===== config.mk =====
export PLATFORM = sky130hd
export DESIGN_NAME = mem_bus_arbiter_flat
export DESIGN_NICKNAME = d
export VERILOG_FILES = /design/src/rtl/mem_bus_arbiter_if.sv /design/src/rtl/mem_bus_arbiter.sv /design/src/flat_wrapper.sv
export SDC_FILE = /design/constraint.sdc
export NUM_CORES = 1
export LEC_CHECK = 0
export ABC_AREA = 1
export ABC_CLOCK_PERIOD_IN_PS = 3540
export CAP_MARGIN = 5
export CORE_MARGIN = 2
export CORE_UTILIZATION = 40
export CTS_CLUSTER_DIAMETER = 100
export DETAILED_ROUTE_END_ITERATION = 16
export GPL_TIMING_DRIVEN = 0
export HOLD_SLACK_MARGIN = 0.06
export MAX_ROUTING_LAYER = met4
export PLACE_DENSITY = 0.66
export SLEW_MARGIN = 25
export SYNTH_ARGS = -nofsm -noshare
export SYNTH_HDL_FRONTEND = slang
export SYNTH_SLANG_ARGS = --single-unit

===== constraint.sdc =====
create_clock -name clk -period 3.54 [get_ports clk]
set_clock_uncertainty 0.2 [all_clocks]
set_input_delay 0.708 -clock clk [delete_from_list [all_inputs] [get_ports clk]]
set_output_delay 0.708 -clock clk [all_outputs]
set_load 0.01 [all_outputs]

===== src/rtl/mem_bus_arbiter_if.sv =====
// Bus bundle between the core's two requesters, the arbiter and the downstream port.
interface mem_bus_arbiter_if #(
   parameter int ADDR_W = 32,
   parameter int DATA_W = 32
);
   logic                  fetch_request_enable;
   logic                  freq_mode;
   logic [ADDR_W-1:0]     freq_addr;
   logic [DATA_W-1:0]     freq_wdata;
   logic [DATA_W/8-1:0]   freq_wstrb;
   logic                  fetch_response_enable;
   logic [DATA_W-1:0]     fresp_data;

   logic                  mem_request_enable;
   logic                  mreq_mode;
   logic [ADDR_W-1:0]     mreq_addr;
   logic [DATA_W-1:0]     mreq_wdata;
   logic [DATA_W/8-1:0]   mreq_wstrb;
   logic                  mem_response_enable;
   logic [DATA_W-1:0]     mresp_data;

   logic                  bus_request_enable;
   logic                  breq_mode;
   logic [ADDR_W-1:0]     breq_addr;
   logic [DATA_W-1:0]     breq_wdata;
   logic [DATA_W/8-1:0]   breq_wstrb;
   logic                  bus_response_enable;
   logic [DATA_W-1:0]     bresp_data;

   logic                  proto_err;

   modport slave (
      input  fetch_request_enable, freq_mode, freq_addr, freq_wdata, freq_wstrb,
      input  mem_request_enable, mreq_mode, mreq_addr, mreq_wdata, mreq_wstrb,
      input  bus_response_enable, bresp_data,
      output fetch_response_enable, fresp_data,
      output mem_response_enable, mresp_data,
      output bus_request_enable, breq_mode, breq_addr, breq_wdata, breq_wstrb,
      output proto_err
   );

   modport master (
      output fetch_request_enable, freq_mode, freq_addr, freq_wdata, freq_wstrb,
      output mem_request_enable, mreq_mode, mreq_addr, mreq_wdata, mreq_wstrb,
      output bus_response_enable, bresp_data,
      input  fetch_response_enable, fresp_data,
      input  mem_response_enable, mresp_data,
      input  bus_request_enable, breq_mode, breq_addr, breq_wdata, breq_wstrb,
      input  proto_err
   );
endinterface


===== src/rtl/mem_bus_arbiter.sv =====
// Round-robin arbiter sharing one downstream bus port between fetch and data requesters,
// with one transaction in flight and responses routed back to the issuer.
module mem_bus_arbiter #(
   parameter int ADDR_W = 32,
   parameter int DATA_W = 32
) (
   input logic              clk,
   input logic              rst,
   mem_bus_arbiter_if.slave arb
);
   localparam int STRB_W = DATA_W / 8;

   typedef enum logic [1:0] {IDLE, BUSY_F, BUSY_M} state_t;
   state_t state, state_nxt;

   logic              f_valid, f_mode, m_valid, m_mode;
   logic [ADDR_W-1:0] f_addr, m_addr;
   logic [DATA_W-1:0] f_wdata, m_wdata;
   logic [STRB_W-1:0] f_wstrb, m_wstrb;
   logic              last_grant;  // 1: mem was granted most recently
   logic              f_acc, m_acc, f_pend, m_pend, can_grant, grant_f, grant_m;

   always_ff @(posedge clk) begin
      if (rst) state <= IDLE;
      else     state <= state_nxt;
   end

   // A request arriving this cycle is eligible for grant immediately, bypassing its slot.
   always_comb begin
      f_acc     = arb.fetch_request_enable && !f_valid && (state != BUSY_F);
      m_acc     = arb.mem_request_enable && !m_valid && (state != BUSY_M);
      f_pend    = f_valid || f_acc;
      m_pend    = m_valid || m_acc;
      can_grant = (state == IDLE) || arb.bus_response_enable;
      grant_f   = 1'b0;
      grant_m   = 1'b0;
      if (can_grant) begin
         if (f_pend && m_pend) begin
            grant_f = last_grant;
            grant_m = !last_grant;
         end else begin
            grant_f = f_pend;
            grant_m = m_pend;
         end
      end
      state_nxt = state;
      if (state != IDLE && arb.bus_response_enable) state_nxt = IDLE;
      if (grant_f)      state_nxt = BUSY_F;
      else if (grant_m) state_nxt = BUSY_M;
   end

   always_ff @(posedge clk) begin
      if (rst) begin
         f_valid <= 1'b0; f_mode <= 1'b0; f_addr <= '0; f_wdata <= '0; f_wstrb <= '0;
         m_valid <= 1'b0; m_mode <= 1'b0; m_addr <= '0; m_wdata <= '0; m_wstrb <= '0;
         last_grant                <= 1'b1;
         arb.bus_request_enable    <= 1'b0;
         arb.breq_mode             <= 1'b0;
         arb.breq_addr             <= '0;
         arb.breq_wdata            <= '0;
         arb.breq_wstrb            <= '0;
         arb.fetch_response_enable <= 1'b0;
         arb.fresp_data            <= '0;
         arb.mem_response_enable   <= 1'b0;
         arb.mresp_data            <= '0;
         arb.proto_err             <= 1'b0;
      end else begin
         arb.bus_request_enable    <= grant_f || grant_m;
         arb.fetch_response_enable <= 1'b0;
         arb.mem_response_enable   <= 1'b0;

         if (grant_f) begin
            arb.breq_mode  <= f_valid ? f_mode  : arb.freq_mode;
            arb.breq_addr  <= f_valid ? f_addr  : arb.freq_addr;
            arb.breq_wdata <= f_valid ? f_wdata : arb.freq_wdata;
            arb.breq_wstrb <= f_valid ? f_wstrb : arb.freq_wstrb;
            last_grant     <= 1'b0;
         end else if (grant_m) begin
            arb.breq_mode  <= m_valid ? m_mode  : arb.mreq_mode;
            arb.breq_addr  <= m_valid ? m_addr  : arb.mreq_addr;
            arb.breq_wdata <= m_valid ? m_wdata : arb.mreq_wdata;
            arb.breq_wstrb <= m_valid ? m_wstrb : arb.mreq_wstrb;
            last_grant     <= 1'b1;
         end

         if (grant_f) begin
            f_valid <= 1'b0;
         end else if (f_acc) begin
            f_valid <= 1'b1;
            f_mode  <= arb.freq_mode;
            f_addr  <= arb.freq_addr;
            f_wdata <= arb.freq_wdata;
            f_wstrb <= arb.freq_wstrb;
         end

         if (grant_m) begin
            m_valid <= 1'b0;
         end else if (m_acc) begin
            m_valid <= 1'b1;
            m_mode  <= arb.mreq_mode;
            m_addr  <= arb.mreq_addr;
            m_wdata <= arb.mreq_wdata;
            m_wstrb <= arb.mreq_wstrb;
         end

         if (arb.bus_response_enable && state == BUSY_F) begin
            arb.fetch_response_enable <= 1'b1;
            arb.fresp_data            <= arb.bresp_data;
         end
         if (arb.bus_response_enable && state == BUSY_M) begin
            arb.mem_response_enable <= 1'b1;
            arb.mresp_data          <= arb.bresp_data;
         end

         if ((arb.fetch_request_enable && !f_acc) || (arb.mem_request_enable && !m_acc) ||
             (arb.bus_response_enable && state == IDLE))
            arb.proto_err <= 1'b1;
      end
   end
endmodule

===== src/flat_wrapper.sv =====
// flat-port wrapper written by rule: the top's interface ports become plain ports
module mem_bus_arbiter_flat 
#(
   parameter int ADDR_W = 32,
   parameter int DATA_W = 32
)
  (clk, rst, arb_fetch_request_enable, arb_freq_mode, arb_freq_addr, arb_freq_wdata, arb_freq_wstrb, arb_mem_request_enable, arb_mreq_mode, arb_mreq_addr, arb_mreq_wdata, arb_mreq_wstrb, arb_bus_response_enable, arb_bresp_data, arb_fetch_response_enable, arb_fresp_data, arb_mem_response_enable, arb_mresp_data, arb_bus_request_enable, arb_breq_mode, arb_breq_addr, arb_breq_wdata, arb_breq_wstrb, arb_proto_err);
  mem_bus_arbiter_if #(.ADDR_W(ADDR_W), .DATA_W(DATA_W)) arb_i ();
  input logic clk;
  input logic rst;
  input wire logic [$bits(arb_i.fetch_request_enable)-1:0] arb_fetch_request_enable;
  input wire logic [$bits(arb_i.freq_mode)-1:0] arb_freq_mode;
  input wire logic [$bits(arb_i.freq_addr)-1:0] arb_freq_addr;
  input wire logic [$bits(arb_i.freq_wdata)-1:0] arb_freq_wdata;
  input wire logic [$bits(arb_i.freq_wstrb)-1:0] arb_freq_wstrb;
  input wire logic [$bits(arb_i.mem_request_enable)-1:0] arb_mem_request_enable;
  input wire logic [$bits(arb_i.mreq_mode)-1:0] arb_mreq_mode;
  input wire logic [$bits(arb_i.mreq_addr)-1:0] arb_mreq_addr;
  input wire logic [$bits(arb_i.mreq_wdata)-1:0] arb_mreq_wdata;
  input wire logic [$bits(arb_i.mreq_wstrb)-1:0] arb_mreq_wstrb;
  input wire logic [$bits(arb_i.bus_response_enable)-1:0] arb_bus_response_enable;
  input wire logic [$bits(arb_i.bresp_data)-1:0] arb_bresp_data;
  output wire logic [$bits(arb_i.fetch_response_enable)-1:0] arb_fetch_response_enable;
  output wire logic [$bits(arb_i.fresp_data)-1:0] arb_fresp_data;
  output wire logic [$bits(arb_i.mem_response_enable)-1:0] arb_mem_response_enable;
  output wire logic [$bits(arb_i.mresp_data)-1:0] arb_mresp_data;
  output wire logic [$bits(arb_i.bus_request_enable)-1:0] arb_bus_request_enable;
  output wire logic [$bits(arb_i.breq_mode)-1:0] arb_breq_mode;
  output wire logic [$bits(arb_i.breq_addr)-1:0] arb_breq_addr;
  output wire logic [$bits(arb_i.breq_wdata)-1:0] arb_breq_wdata;
  output wire logic [$bits(arb_i.breq_wstrb)-1:0] arb_breq_wstrb;
  output wire logic [$bits(arb_i.proto_err)-1:0] arb_proto_err;
  assign arb_i.fetch_request_enable = arb_fetch_request_enable;
  assign arb_i.freq_mode = arb_freq_mode;
  assign arb_i.freq_addr = arb_freq_addr;
  assign arb_i.freq_wdata = arb_freq_wdata;
  assign arb_i.freq_wstrb = arb_freq_wstrb;
  assign arb_i.mem_request_enable = arb_mem_request_enable;
  assign arb_i.mreq_mode = arb_mreq_mode;
  assign arb_i.mreq_addr = arb_mreq_addr;
  assign arb_i.mreq_wdata = arb_mreq_wdata;
  assign arb_i.mreq_wstrb = arb_mreq_wstrb;
  assign arb_i.bus_response_enable = arb_bus_response_enable;
  assign arb_i.bresp_data = arb_bresp_data;
  assign arb_fetch_response_enable = arb_i.fetch_response_enable;
  assign arb_fresp_data = arb_i.fresp_data;
  assign arb_mem_response_enable = arb_i.mem_response_enable;
  assign arb_mresp_data = arb_i.mresp_data;
  assign arb_bus_request_enable = arb_i.bus_request_enable;
  assign arb_breq_mode = arb_i.breq_mode;
  assign arb_breq_addr = arb_i.breq_addr;
  assign arb_breq_wdata = arb_i.breq_wdata;
  assign arb_breq_wstrb = arb_i.breq_wstrb;
  assign arb_proto_err = arb_i.proto_err;
  mem_bus_arbiter #(.ADDR_W(ADDR_W), .DATA_W(DATA_W)) u_core (.clk(clk), .rst(rst), .arb(arb_i));
endmodule

==> results.toml, run 1 <==
[run_status]
status = "complete, no violations"

[cells_and_area]
synthToLayoutAreaGrowth_pct = 35.8
num-nets-final = 2600
fillers = 3296
antennaDiodeCount = 0
drive_above_1_share_pct = 6.78
finalCoreUtilization_pct = 55.1

[clock_network]
cts.repair.resized = 0
clock_tree.buffer_depth = 3
cts_tree = "built"
postCtsHoldBufs = 0
cts.sinks = 280
cts-buffers-inserted = 34
cts.clk_slew.worst_paths_ns = 0.06
clkLatencyLatePin_ns = 0.51
htree_levels = 2
cts_root_buf = "clkbuf_16"
postCtsSetupRepairBufs = 0

[critical_path]
path_buf_inv = 4
max_stage_delay_ns = 0.70
cp.arrival_ns = 3.20
worst_setup_path_end_kind = "flop"
path_max_fanout = 10
crit_slowest_cell = "clkbuf_1"
crit_top_cell = "clkbuf_1"
r2r_cells = 8
path_cells = "clkdlybuf4s50_1 > inv_1 > clkbuf_1 > clkbuf_1 > o21ai_0 > a21oi_1"
worst-path-stages = 6
worstSetupStartpointType = "input pin"
ff2ff_setup_slack_ns = 1.36
cp.required_ns = 3.77
cp_top_family = "buffers and inverters"
crit_type = "input pin to flop"

[timing]
setup_tns_ns = 0
max_slew_margin_pct = 41.3
setup_viol = 0
slew_viol_final = 0
clock.fmax_ghz = 0.336
period_share_pct = 84.0
finalHoldViolCount = 0
fin_crit_ns = 2.97
rsz0062_at_grt = "no"
tightest_slew_ns = 0.880

[place]
dpl.hpwl_um = 35200
place_congestion = 0.872
port_buffers = 311

[synth]
ys.flop_type = "dfxtp_1"
synth_seq_area_share_pct = 41.3
ys.warnings.count = 0
synth_top_area_share_pct = 41.3
syn_nets = 2253
ys_types = 21
synthMostInstantiatedCell = "nand2_1"
avgSynthCellArea_um2 = 6.53
syn_area_mm2 = 0.0136
synthTopCellsByArea = "dfxtp_1 41%, a21oi_1 10%, nand2_1 9.8%"
synth_seq_cells = 280
synth-async-reset-ratio_pct = 0
synthTopCellsByCount = "355 x nand2_1, 280 x dfxtp_1, 280 x nor2_1"
yosysTopAreaCell = "dfxtp_1"
synth-edff-count = 0
synthCells = 2078

[power]
leakage_uw = 0.00802
peakVddDrop_mv = 0.389
power.density_mw_per_mm2 = 763

[routing]
ant_nets = 0
vias = 14800
vias_per_cell = 5.11
routed_wl_um = 47500
drtIter0Drc = 1002
drc_errors = 0
drt-wirelength-per-cell_um = 16.4
drtPass1Iterations = 5

[job]
cap_violations = 0

[floorplan]
ios = 312
placementRows = 67
core-area_mm2 = 0.0334
die_area_mm2 = 0.0354
die_w_um = 188
die_h_um = 188
initial_utilization_pct = 40.6

[min_path]
hold_depth = 2
hold_class = "flop to flop"

[global_routing]
grt_pass1_wl_um = 74900
grt_max_degree = 13
antenna_found_initial = 0
grt_use_total_pct = 27.0
overflow = 0
grt_pass1_vias = 13966
cells by family (layout without fill, tap and decap cells):
group	after synthesis	in the layout	synth area share [%]
buffers and inverters	394	766	12.5
flip-flops	280	280	41.3
AO/OA/AOI/OAI	549	549	20.3
AND/OR/NAND/NOR	855	855	25.8
final timing paths:
| check | from | endpoint |
|---|---|---|
| worst max-delay path | rst | u_core.arb.fresp_data[22] |
| worst min-delay path | u_core.arb.fresp_data[19] | u_core.arb.fresp_data[19] |
| worst max register to register | u_core.f_valid | u_core.arb.breq_wdata[25] |
| worst min register to register | u_core.arb.fresp_data[19] | u_core.arb.fresp_data[19] |
through the flow:
stage | total power [µW] | cell area (µm²) | setup WS [ns] | hold slack (ns) | std cells
after floorplan | 8000 | 13600 | 1.63 | 0.246 | 2078
after global placement | 10300 | 17200 | 0.0907 | 0.232 | 2837
after detailed placement | 10300 | 17200 | 0.0604 | 0.238 | 2837
after CTS | 14100 | 18400 | 0.566 | 0.246 | 2898
after global routing | 15000 | 18400 | 0.341 | 0.260 | 2898
final | 14100 | 18400 | 0.565 | 0.243 | 2898
placed cells by master, fill, tap and decap left out, types with 4 or more instances in the layout:
master           instances
nand2_2                  8
dfxtp_1                280
inv_1                  211
clkbuf_16               35
clkdlybuf4s50_1        311
clkbuf_8                 7
clkbuf_1                84
buf_4                   23
o21ai_0                261
nor2_1                 280
clkinv_2                 5
buf_2                   67
o21ai_1                 10
buf_6                    7
buf_1                    5
inv_2                    4
nand3_1                209
bufinv_16                5
nand2_1                355
a21oi_1                275
state kept, by name (all words and copies together), names as in the netlist, 32 cells and up:
| name | count |
|---|---|
| u_core.f_addr | 32 |
| u_core.f_wdata | 32 |
| u_core.arb.fresp_data | 32 |
| u_core.arb.breq_wdata | 32 |
| u_core.m_wdata | 32 |
| u_core.arb.mresp_data | 32 |
| u_core.arb.breq_addr | 32 |
| u_core.m_addr | 32 |
worst reg2reg max path: cells and delay by family (launching register included):
family | cells | cell delay [ns]
AOI/OAI and AO/OA | 2 | 0.19
buffers and inverters | 3 | 0.85
DFF | 1 | 0.46
and+or+nand+nor | 3 | 0.36
final cells by class:
cell class	instances	area [µm²]	area share (%)
plain buffers	179	895	4.85
clock buffers	49	998	5.42
clock inverters	12	191	1.04
inverters	215	807	4.38
multi-input cells	1404	6260	34.0
flip-flops and latches	280	5610	30.4
well taps	448	561	3.04
repair buffers	311	3110	16.9
metal layers:
metal	track usage (%)	vias to the layer above	wire [µm]
met2	43.5	574	21700
li1	-	7374	-
met1	35.2	6758	20900
met4	8.84	0	1510
met3	3.52	94	3410
met5	-	-	0
power by group:
group	leakage (µW)	internal [µW]	switching [µW]
Clock	0.000585	2330	1380
Sequential	0.00231	4010	438
Combinational	0.00512	2370	3540
Total	0.00802	8710	5360
No activity file was read; power rests on OpenSTA's default activity.
==> run 2, diff against run 1 <==
ABC_CLOCK_PERIOD_IN_PS = 2700   (was 3540)
PLACE_DENSITY = 0.69   (was 0.66)
clock period = 2.7 ns   (was 3.54 ns; I/O delays follow)
==> run 2 against run 1 <==
Effect of this change: worst setup slack worse by 0.48 ns; final cell count shrank 0.10%; utilization barely moved; clock power increased by 31%; highest routed layer unchanged; sequential power increased by 31%; combinational power is 31% higher; register-to-register slack got worse by 0.85 ns; critical path depth stayed put.
==> results.toml, run 2 (same netlist as run 1, synthesis figures left out) <==
[cells_and_area]
antennaDiodeCount = 0
fillers = 3294
layout_common_cells = "355 x nand2_1, 311 x clkdlybuf4s50_1, 280 x nor2_1, 280 x dfxtp_1, 275 x a21oi_1"
drive_above_1_share_pct = 6.91
finalCoreUtilization_pct = 55.1
synthToLayoutAreaGrowth_pct = 35.8
num-nets-final = 2597
fin_cells = 2895
final_common_cell = "nand2_1"

[routing]
drtPass1Iterations = 5
drc_errors = 0
vias = 14715
drt-wirelength-per-cell_um = 16.3
drtIter0Drc = 1043
routed_wl_um = 47200
ant_nets = 0
vias_per_cell = 5.08

[critical_path]
path_max_fanout = 10
crit_slowest_cell = "clkdlybuf4s50_1"
worst-path-stages = 6
cp.arrival_ns = 2.92
cp.required_ns = 3.01
worst_setup_path_end_kind = "flop"
cp_top_family = "buffers and inverters"
path_cells = "clkdlybuf4s50_1 > inv_1 > clkbuf_1 > clkbuf_1 > nand2_1 > nor2_1"
path_buf_inv = 4
r2r_cells = 7
ff2ff_setup_slack_ns = 0.51
r2r_end = "u_core.arb.breq_wstrb[3]"
r2r_start = "u_core.f_valid"
crit_type = "input pin to flop"
worstSetupStartpointType = "input pin"
crit_top_cell = "clkbuf_1"
max_stage_delay_ns = 0.63

[floorplan]
ios = 312
die_area_mm2 = 0.0354
core-area_mm2 = 0.0334
die_h_um = 188
placementRows = 67
die_w_um = 188
initial_utilization_pct = 40.6

[place]
dp.cells = 2837
port_buffers = 311
dpl.hpwl_um = 35000
place_congestion = 0.890

[clock_network]
clkLatencyLatePin_ns = 0.57
cts-buffers-inserted = 31
htree_levels = 1
cts_root_buf = "clkbuf_16"
clock_tree.buffer_depth = 3
cts.sinks = 280
cts.clk_slew.worst_paths_ns = 0.06
cts_tree = "built"
postCtsHoldBufs = 0

[power]
leakage_uw = 0.00800
switching_share_pct = 38.2
pwr-share-seq_pct = 31.6
switchingPower_uw = 7050
power.density_mw_per_mm2 = 1000
clkPwrFrac_pct = 26.4
combPwrFrac_pct = 42.0
peakVddDrop_mv = 0.626
cell_internal_pwr_uw = 11400

[timing]
finalHoldViolCount = 0
clock.fmax_ghz = 0.383
fin_crit_ns = 2.61
setup_viol = 0
period_share_pct = 96.7
max_slew_margin_pct = 51.6
fin_hold_ws_ns = 0.244
rsz0062_at_grt = "no"
tightest_slew_ns = 0.726
slew_viol_final = 0

[run_status]
status = "complete, no violations"

[global_routing]
grt_pass1_vias = 13808
antenna_found_initial = 0
grt_pass1_wl_um = 73700
grt_max_degree = 16
grt_use_total_pct = 26.4
overflow = 0

[min_path]
hold_class = "flop to flop"
hold_depth = 2
hp-start = "u_core.arb.fresp_data[4]"
hold_path_end = "u_core.arb.fresp_data[4]"

[job]
cap_violations = 0
==> run 2: cell types whose count changed in the layout (fill, tap and decap cells not counted), sizes merged <==
cell      previous run  this run
clkinv               5         6
clkbuf             126       115
clkinvlp             1         5
bufinv               5         8
==> run 2: cell type report <==
class | count | area (µm²) | share of cell area, %
well taps | 448 | 561 | 3.04
clock buffers | 38 | 852 | 4.62
inverters | 215 | 807 | 4.38
repair buffers | 311 | 3110 | 16.9
flip-flops and latches | 280 | 5610 | 30.4
multi-input cells | 1404 | 6260 | 34.0
plain buffers | 179 | 896 | 4.86
clock inverters | 20 | 332 | 1.80
==> run 2: power by group through the flow <==
stage               logic [µW]  registers, µW  clock network [µW]
finish                    7740           5830                4860
global route              8550           5960                5090
floorplan                 4430           6060                   0
detailed placement        7670           5890                   0
CTS                       7710           5820                4910
global placement          7590           5860                   0
==> run 2: worst min-delay path: stages (launching register included) <==
cell and delay (ns):
dfxtp_1 0.31, inv_1 0.04, a21oi_1 0.05
==> run 2: metal layers <==
layer / GRT usage, % / vias to the layer above / wire length, µm
li1: - / 7356 / -
met1: 34.4 / 6749 / 20900
met2: 43.3 / 544 / 21800
met3: 2.79 / 66 / 3260
met4: 7.93 / 0 / 1340
met5: - / - / 0
==> run 2: how the worst max path moves through the flow <==
stage | startpoint | to | slack [ns]
after floorplan | arb_mem_request_enable | u_core.m_addr[10] | 0.95
after global placement | rst | u_core.arb.mresp_data[1] | -0.57
after detailed placement | rst | u_core.arb.mresp_data[1] | -0.62
after CTS | rst | u_core.m_wdata[1] | 0.19
after global routing | rst | u_core.f_wdata[29] | 0.04
final | rst | u_core.f_wdata[30] | 0.09
==> run 2: repair_timing <==
item	in CTS	in global routing
buffers inserted	0	0
gates resized for setup	1	0
setup endpoints to repair	3	0
==> run 2: through the flow <==
stage	cell area [µm²]	TNS [ns]	power, µW	setup slack [ns]
2_1_floorplan	13600	0	10500	0.953
3_3_place_gp	17200	-64.63	13500	-0.568
3_5_place_dp	17200	-69.53	13600	-0.617
4_1_cts	18400	0	18400	0.194
5_1_grt	18400	0	19600	0.0376
6_report	18400	0	18400	0.0878
==> run 3, diff against run 2 <==
ABC_CLOCK_PERIOD_IN_PS = 2940   (was 2700)
PLACE_DENSITY = 0.66   (was 0.69)
clock period = 2.94 ns   (was 2.7 ns; I/O delays follow)
==> run 3 against run 2 <==
Effect of this change: non-clock buffer count unchanged; worst setup slack better by 0.096 ns; critical path depth unchanged; critical path type unchanged.
==> results.toml, run 3 (same netlist as run 1, synthesis figures left out) <==
[place]
place_area_mm2 = 0.0172
dpl.hpwl_um = 35200
post-place-ws_ns = -0.420
port_buffers = 311
dp.cells = 2837
place_congestion = 0.872

[timing]
clock.fmax_ghz = 0.363
tightest_slew_ns = 0.829
setup_viol = 0
slew_viol_final = 0
fin_crit_ns = 2.76
period_share_pct = 93.7
setup_tns_ns = 0
finalHoldViolCount = 0
max_slew_margin_pct = 44.7
rsz0062_at_grt = "no"
fin_ws_ns = 0.184

[routing]
ant_nets = 0
drc_errors = 0
vias = 14759
routed_wl_um = 47400
drtIter0Drc = 901
vias_per_cell = 5.09
drt-wirelength-per-cell_um = 16.4
drtPass1Iterations = 5

[power]
combPwrFrac_pct = 42.0
switchingPower_uw = 6450
leakage_uw = 0.00802
power.density_mw_per_mm2 = 919
clkPwrFrac_pct = 26.3
pwr-share-seq_pct = 31.6
switching_share_pct = 38.1
cell_internal_pwr_uw = 10500
peakVddDrop_mv = 0.470

[critical_path]
worst_setup_path_end_kind = "flop"
path_cells = "clkdlybuf4s50_1 > inv_1 > clkbuf_1 > clkbuf_1 > nand2_1 > nor2_1"
ff2ff_setup_slack_ns = 0.77
path_buf_inv = 4
r2r_end = "u_core.arb.breq_wdata[25]"
cp.required_ns = 3.17
max_stage_delay_ns = 0.66
path_max_fanout = 10
setup.worst_path.end = "u_core.f_wdata[29]"
crit_type = "input pin to flop"
cp.arrival_ns = 2.98
cp_top_family = "buffers and inverters"
r2r_start = "u_core.f_valid"
r2r_cells = 8
crit_top_cell = "clkbuf_1"
worstSetupStartpointType = "input pin"
cp-startpoint = "rst"
crit_slowest_cell = "clkbuf_1"
worst-path-stages = 6

[min_path]
hold_class = "flop to flop"
hp-start = "u_core.arb.fresp_data[29]"
hold_depth = 2

[global_routing]
overflow = 0
antenna_found_initial = 0
grt_pass1_wl_um = 74900
use_met1_pct = 35.2
grt_max_degree = 13
grt_use_total_pct = 27.0
grt_pass1_vias = 13966
grt-busiest-layer = "met2"
grt_use_met3_pct = 3.52
use_met2_pct = 43.5

[clock_network]
cts-buffers-inserted = 34
cts_tree = "built"
postCtsHoldBufs = 0
htree_levels = 2
clkLatencyLatePin_ns = 0.51
cts_root_buf = "clkbuf_16"
cts.clk_slew.worst_paths_ns = 0.06
cts.sinks = 280
clock_tree.buffer_depth = 3

[cells_and_area]
layout_common_cells = "355 x nand2_1, 311 x clkdlybuf4s50_1, 280 x nor2_1, 280 x dfxtp_1, 275 x a21oi_1"
fillers = 3295
num-nets-final = 2600
drive_above_1_share_pct = 6.82
synthToLayoutAreaGrowth_pct = 35.8
final_cell_area_mm2 = 0.0184
final_common_cell = "nand2_1"
antennaDiodeCount = 0
fin_cells = 2898

[floorplan]
ios = 312
die_w_um = 188
die_h_um = 188
die_area_mm2 = 0.0354
core-area_mm2 = 0.0334
placementRows = 67
initial_utilization_pct = 40.6

[job]
cap_violations = 0

[run_status]
status = "complete, no violations"
[run 3: repair_timing]
| item | 4_1_cts | 5_1_grt |
|---|---|---|
| gates resized for setup | 0 | 3 |
| endpoints found under the setup margin | 0 | 4 |
| setup buffers | 0 | 0 |
[run 3: through the flow]
step	hold WS [ns]	utilization, %	power [µW]
4_1_cts	0.246	55.1	17000
3_5_place_dp	0.238	51.6	12500
6_report	0.245	55.1	16900
3_3_place_gp	0.232	51.6	12400
5_1_grt	0.260	55.1	18000
2_1_floorplan	0.246	-	9640
[run 3: power groups by stage]
stage | sequential [µW] | clock [µW] | combinational (µW)
detailed placement | 5410 | 0 | 7050
global route | 5470 | 4690 | 7870
global placement | 5380 | 0 | 6980
CTS | 5350 | 4530 | 7090
floorplan | 5560 | 0 | 4070
finish | 5360 | 4460 | 7120
[run 3: tightest hold or removal path, delay by kind of cell, from the launching register on]
kind,cells,cell delay [ns]
flip-flops,1,0.31
buffers and inverters,1,0.05
AO/OA/AOI/OAI,1,0.05
[run 3: worst min path at each step]
stage | endpoint
floorplan | u_core.m_addr[0]
CTS | u_core.arb.mresp_data[1]
finish | u_core.arb.fresp_data[29]
global route | u_core.arb.mresp_data[25]
global placement | u_core.arb.mresp_data[5]
detailed placement | u_core.arb.fresp_data[24]
[run 3: routing by layer]
metal | part of all wire (%) | up-vias
met5 | 0 | -
met4 | 3.0 | 0
met3 | 6.6 | 90
met2 | 46 | 571
met1 | 45 | 6723
li1 | - | 7375
[run 3: final cells by class]
cell class	instances	area (µm²)	share of cell area (%)
plain buffers	179	896	4.86
flip-flops and latches	280	5610	30.4
clock buffers	49	998	5.42
multi-input cells	1404	6260	34.0
well taps	448	561	3.04
clock inverters	12	191	1.04
repair buffers	311	3110	16.9
inverters	215	807	4.38
